File: src/rtl/img_sram_arbiter.sv
// Round-robin arbiter giving NREQ requesters single-transaction access to three image SRAM banks.
// Each transaction is IDLE -> ISSUE -> CAPT -> RESP, so one request is accepted at most every 4 cycles.
module img_sram_arbiter #(
    parameter int NREQ = 3,
    parameter int AW   = 21,
    parameter int DW   = 32
) (
    input  logic                 clk,
    input  logic                 rst,
    input  logic [NREQ-1:0]      req_valid,
    output logic [NREQ-1:0]      req_ready,
    input  logic [NREQ-1:0]      req_we,
    input  logic [NREQ*AW-1:0]   req_addr,
    input  logic [NREQ*DW-1:0]   req_wdata,
    input  logic [NREQ*4-1:0]    req_be,
    output logic [NREQ-1:0]      rsp_valid,
    input  logic [NREQ-1:0]      rsp_ready,
    output logic [DW-1:0]        rsp_rdata,
    output logic                 rsp_err,
    output logic [2:0]           bank_en,
    output logic [3:0]           bank_we,
    output logic [16:0]          bank_addr,
    output logic [DW-1:0]        bank_wdata,
    input  logic [DW-1:0]        bank_rdata0,
    input  logic [DW-1:0]        bank_rdata1,
    input  logic [DW-1:0]        bank_rdata2
);
    localparam int IW = (NREQ > 1) ? $clog2(NREQ) : 1;

    typedef enum logic [1:0] {IDLE, ISSUE, CAPT, RESP} state_t;
    state_t state, next_state;

    logic [IW-1:0] last_grant, winner, pick, cand;
    logic          found, accept;
    logic          lat_we, dec_err;
    logic [AW-1:0] lat_addr;
    logic [DW-1:0] lat_wdata;
    logic [3:0]    lat_be;
    logic [1:0]    bank;

    assign bank = lat_addr[AW-1 -: 2];

    // Search starts one past the last grant so a continuously busy requester cannot starve the rest.
    always_comb begin
        found = 1'b0;
        pick  = '0;
        cand  = '0;
        for (int k = 1; k <= NREQ; k++) begin
            cand = IW'((int'(last_grant) + k) % NREQ);
            if (!found && req_valid[cand]) begin
                found = 1'b1;
                pick  = cand;
            end
        end
    end

    assign accept = (state == IDLE) && found && !rst;

    always_ff @(posedge clk) begin
        if (rst) state <= IDLE;
        else     state <= next_state;
    end

    always_comb begin
        next_state = state;
        req_ready  = '0;
        rsp_valid  = '0;
        bank_en    = '0;
        bank_we    = '0;
        bank_addr  = lat_addr[18:2];
        bank_wdata = lat_wdata;
        case (state)
            IDLE: begin
                if (accept) begin
                    req_ready[pick] = 1'b1;
                    next_state      = ISSUE;
                end
            end
            ISSUE: begin
                if (bank != 2'b11) begin
                    bank_en[bank] = 1'b1;
                    bank_we       = lat_we ? lat_be : 4'b0000;
                end
                next_state = CAPT;
            end
            CAPT: next_state = RESP;
            RESP: begin
                rsp_valid[winner] = 1'b1;
                if (rsp_ready[winner]) next_state = IDLE;
            end
            default: next_state = IDLE;
        endcase
    end

    always_ff @(posedge clk) begin
        if (rst) begin
            last_grant <= IW'(NREQ - 1);
            winner     <= '0;
            lat_we     <= 1'b0;
            lat_addr   <= '0;
            lat_wdata  <= '0;
            lat_be     <= '0;
            dec_err    <= 1'b0;
            rsp_rdata  <= '0;
            rsp_err    <= 1'b0;
        end else begin
            if (accept) begin
                winner     <= pick;
                last_grant <= pick;
                lat_we     <= req_we[pick];
                lat_addr   <= req_addr[int'(pick)*AW +: AW];
                lat_wdata  <= req_wdata[int'(pick)*DW +: DW];
                lat_be     <= req_be[int'(pick)*4 +: 4];
            end
            if (state == ISSUE) dec_err <= (bank == 2'b11);
            // Bank read data arrives the cycle after bank_en, i.e. during CAPT.
            if (state == CAPT) begin
                rsp_err <= dec_err;
                if (lat_we || dec_err) rsp_rdata <= '0;
                else begin
                    case (bank)
                        2'd0:    rsp_rdata <= bank_rdata0;
                        2'd1:    rsp_rdata <= bank_rdata1;
                        default: rsp_rdata <= bank_rdata2;
                    endcase
                end
            end
        end
    end
endmodule

File: config.mk
export PLATFORM = sky130hd
export DESIGN_NAME = img_sram_arbiter
export DESIGN_NICKNAME = d
export VERILOG_FILES = /design/src/rtl/img_sram_arbiter.sv
export SDC_FILE = /design/constraint.sdc
export NUM_CORES = 1
export LEC_CHECK = 0
export BUFFER_PORTS_ARGS = -buffer_cell sky130_fd_sc_hd__buf_2
export CAP_MARGIN = 0
export CORE_AREA = 2 2 146 148
export CTS_BUF_LIST = sky130_fd_sc_hd__clkbuf_2 sky130_fd_sc_hd__clkbuf_4 sky130_fd_sc_hd__clkbuf_8
export DETAILED_ROUTE_END_ITERATION = 10
export DIE_AREA = 0 0 148 150
export PLACE_DENSITY = 0.56
export SLEW_MARGIN = 30
export SYNTH_ARGS = -nofsm -noshare
export SYNTH_HDL_FRONTEND = slang
export SYNTH_SLANG_ARGS = --single-unit
File: constraint.sdc
create_clock -name clk -period 3.38 [get_ports clk]
set_input_delay 0 -clock clk [delete_from_list [all_inputs] [get_ports clk]]
set_output_delay 0 -clock clk [all_outputs]
set_load 0.01 [all_outputs]
==> results.md <==
* Net count after synthesis at 949
* Fill count at 2,022
* CTS tree: done
* Flop2flop setup slack at 0.25 ns
* Crit path largest cell delay at 0.58 ns
* GRT Total Usage at 17.6%
* WS Path Type: reg -> reg
* Wire per inst at 14.5 µm
* Number of global-route vias before repair at 6,425
* Cell Int Power at 3.54 mW
* Hold path start: bank_rdata2[4]
* Top_reg_cell synth: dfxtp_1
* Initial antenna violation count at 1
* Sequential-to-total area share from yosys stat at 34.8%
* GRT overflow at 0
* Yosys reg bits at 95
* Final setup fails at 0
* Netlist cell types at 39
* PortBufs at 366
* Post-synthesis area per instance at 8.23 µm²
* Slew Limit Fails at 0
* DIE AREA at 22,200 µm²
* Fmax at 0.319 GHz
* Sequential power share at 28.4%
* DIE HEIGHT at 150 µm
* Global-route wire length before repair at 31,300 µm
* Max-Cap Viols at 0
* Routed vias at 6,417
* Clock skew at 0.0236 ns
* Power Density at 643 nW/µm²
* Initial Util at 26.4%
* Sw Share at 39.8%
* Nets at 1,425
* I/O Pins at 373
* Final wirelength at 20,700 µm
* Clock share of power at 14.0%
* Final hold violation count at 0
* Startpoint types: flip-flop
* Syn. warnings at 0
* Final worst path period share at 92.7%
* Measured slew at the worst slew-check pin at 0.938 ns
* Post-synth top cells: nand2_1 (96), dfxtp_1 (95), mux2i_1 (94)
* Fraction of layout cells with a size suffix above 1 at 36.1%
* Number of synthesized flops with an enable pin at 0
* Largest area contributor in the synthesized netlist: dfxtp_1
* Reg area at 1910 µm²
* Post-route ant nets at 0
* CTS root buf: clkbuf_8
* Num CTS Buffers at 9
* Count leader, synth: nand2_1
* Syn Inst Count at 663
* Die width at 148 µm
* Setup TNS at 0 ns
* Place WS at 0.720 ns
* Setup crit end kind: flip-flop
* Detailed Place HPWL at 14,400 µm
* Worst Hold Depth at 5
* Final core utilization at 44.3%
* Clock Path Buffers at 2
* DRT iter0 DRCs at 149
* Clk Latency, worst-skew pair at 0.38 ns
* Max VDD drop at 0.000315 V
* Cell Count, Final, Fillers Out at 1,420
* Sw Pwr at 2.35 mW
* Router iterations before antenna repair at 4
* Outcome: completed
* RSZ-0062 raised after global routing: false
* Clk sink count at 95
* Largest net degree at the start of global routing at 71
* Logic pwr share at 57.6%
* Worst reg-to-reg path cell count at 10
* Required @ worst endpoint at 3.66 ns
* Placed cells at 1,251
* DRC at 0
* Crit path time final at 3.13 ns
* Max FO, Critical Path at 23
* Cell area after synthesis at 5460 µm²
* Critical R2R Launch: last_grant[0]
* Footprint of the multi-input gates at 2990 µm²
* Worst Setup Slack, final at 0.247 ns
* Critical path data arrival time at 3.41 ns
* Min-Delay Endpoint: rsp_rdata[4]
* CTS H-tree depth at 3
* Vias/cell at 4.52
* FP Rows at 53
* Leading post-synthesis cells by cell area: dfxtp_1 (35%), mux2i_1 (17%), o221ai_1 (7.4%), nand2_1 (6.6%), inv_1 (4.3%)
* Hold Crit Class: in -> reg
* Leakage at 4.75 nW
* RR Endpoint: lat_be[2]
* CP max-delay cell: dlygate4sd3_1
* CP Cell Sequence: inv_1 > ha_1 > buf_4 > o211ai_1 > o21ai_0 > o22ai_4 > buf_6 > mux2i_1 > o221ai_1 > dlygate4sd3_1
* Clk slew on worst S/H paths at 0.11 ns
* RD Place Congestion at 0.791
* Relative slew slack at 37.5%
* Syn-to-layout area delta at 67.8%
* FFs w/ async S/R, synth at 0%
* Area fraction of the dominant cell type after synthesis at 34.8%
* Core ar. at 20,700 µm²
-- stage by stage --
stage	total power, mW	hold slack, ns	area [µm²]
5_1_grt	6.34	0.0579	9160
3_5_place_dp	4.54	0.304	7420
4_1_cts	5.94	0.00437	9150
6_report	5.89	0.0396	9160
2_1_floorplan	3.69	0.181	5460
3_3_place_gp	4.53	0.300	7420
-- power groups by stage --
stage / Clock (mW) / Sequential, mW / Combinational [mW]
3_5_place_dp: 0 / 1.69 / 2.85
4_1_cts: 0.865 / 1.67 / 3.40
2_1_floorplan: 0 / 1.66 / 2.02
5_1_grt: 0.899 / 1.72 / 3.72
6_report: 0.824 / 1.67 / 3.40
3_3_place_gp: 0 / 1.69 / 2.84
-- registers in the layout (all words and copies together) (netlist names) --
name / cells
bank_wdata: 32
rsp_rdata: 32
lat_addr: 19
lat_be: 4
last_grant: 2
state: 2
dec_err: 1
lat_we: 1
rsp_err: 1
winner: 1
-- area by class of cell --
class                           count  share of cell area [%]
Tap cell                          275                    3.76
Sequential cell                    95                    20.8
Inverter                           62                    2.54
Multi-Input combinational cell    440                    32.7
Timing Repair Buffer              531                    37.9
Antenna cell                        1                  0.0273
Clock buffer                       12                    1.73
Clock inverter                      4                   0.601
-- cells in the final DEF, fill, tap and decap left out, types with 2 or more instances in the layout --
cell type      Yosys  final
a211oi_1           2      2
a21oi_1           36     36
and2_1             4      4
buf_2             18    366
buf_4             19     11
clkbuf_8           0     11
clkinv_4           0      2
dfxtp_1           95     93
dlygate4sd3_1      0    152
ha_1               8      8
inv_1             62     62
mux2i_1           94     94
nand2_1           96     96
nand2b_1           3      3
nand3_1            3      3
nand3b_1           2      2
nor2_1            45     45
nor2b_1           32     32
nor3b_1            4      3
o211ai_1           3      3
o21ai_0           34     34
o221ai_1          46     46
o221ai_2          10     10
o22ai_1            3      2
-- cell families (layout without fill, tap and decap cells) --
group           after synthesis  after routing  share of synthesized area (%)
compound gates              142            142                           19.0
fa+ha+maj                     8              8                           1.83
buf+inv                     128            609                           10.8
flops                        95             95                           34.8
mux                          94             94                           17.2
other cells                   0              1                              0
simple gates                196            196                           16.3
-- critical path: cells and delay by family (launching register included) --
family / cells / cell delay (ns)
AO/OA/AOI/OAI: 4 / 0.72
adder cells (fa/ha/maj): 1 / 0.33
buffers and inverters: 4 / 1.23
flip-flops: 1 / 0.46
multiplexers: 1 / 0.28
-- layer usage --
| metal | vias to the layer above | GRT usage (%) | wire, µm |
|---|---|---|---|
| li1 | 3223 | - | - |
| met1 | 2911 | 19.5 | 8300 |
| met2 | 265 | 33.4 | 10500 |
| met3 | 18 | 3.78 | 1480 |
| met4 | 0 | 5.90 | 330 |
| met5 | - | 0 | 0 |
-- what timing repair did --
action | in CTS | in global routing
endpoints found under the hold margin | 87 | 0
gates resized for setup | 0 | 1
endpoints found under the setup margin | 0 | 7
setup buffers | 0 | 0
hold buffers | 152 | 0
-- worst max-delay path by stage --
stage                  start        endpoint  slack [ns]  cells past startpoint
5_1_grt        last_grant[0]  bank_wdata[27]        0.01                     10
6_report       last_grant[0]       lat_be[2]        0.25                     10
3_3_place_gp   last_grant[0]     lat_addr[3]        0.76                      9
4_1_cts        last_grant[0]    lat_addr[11]        0.15                     10
2_1_floorplan  last_grant[0]    lat_addr[10]        1.00                     10
3_5_place_dp   last_grant[0]    lat_addr[11]        0.72                      9
No activity file was read; power rests on OpenSTA's default activity.
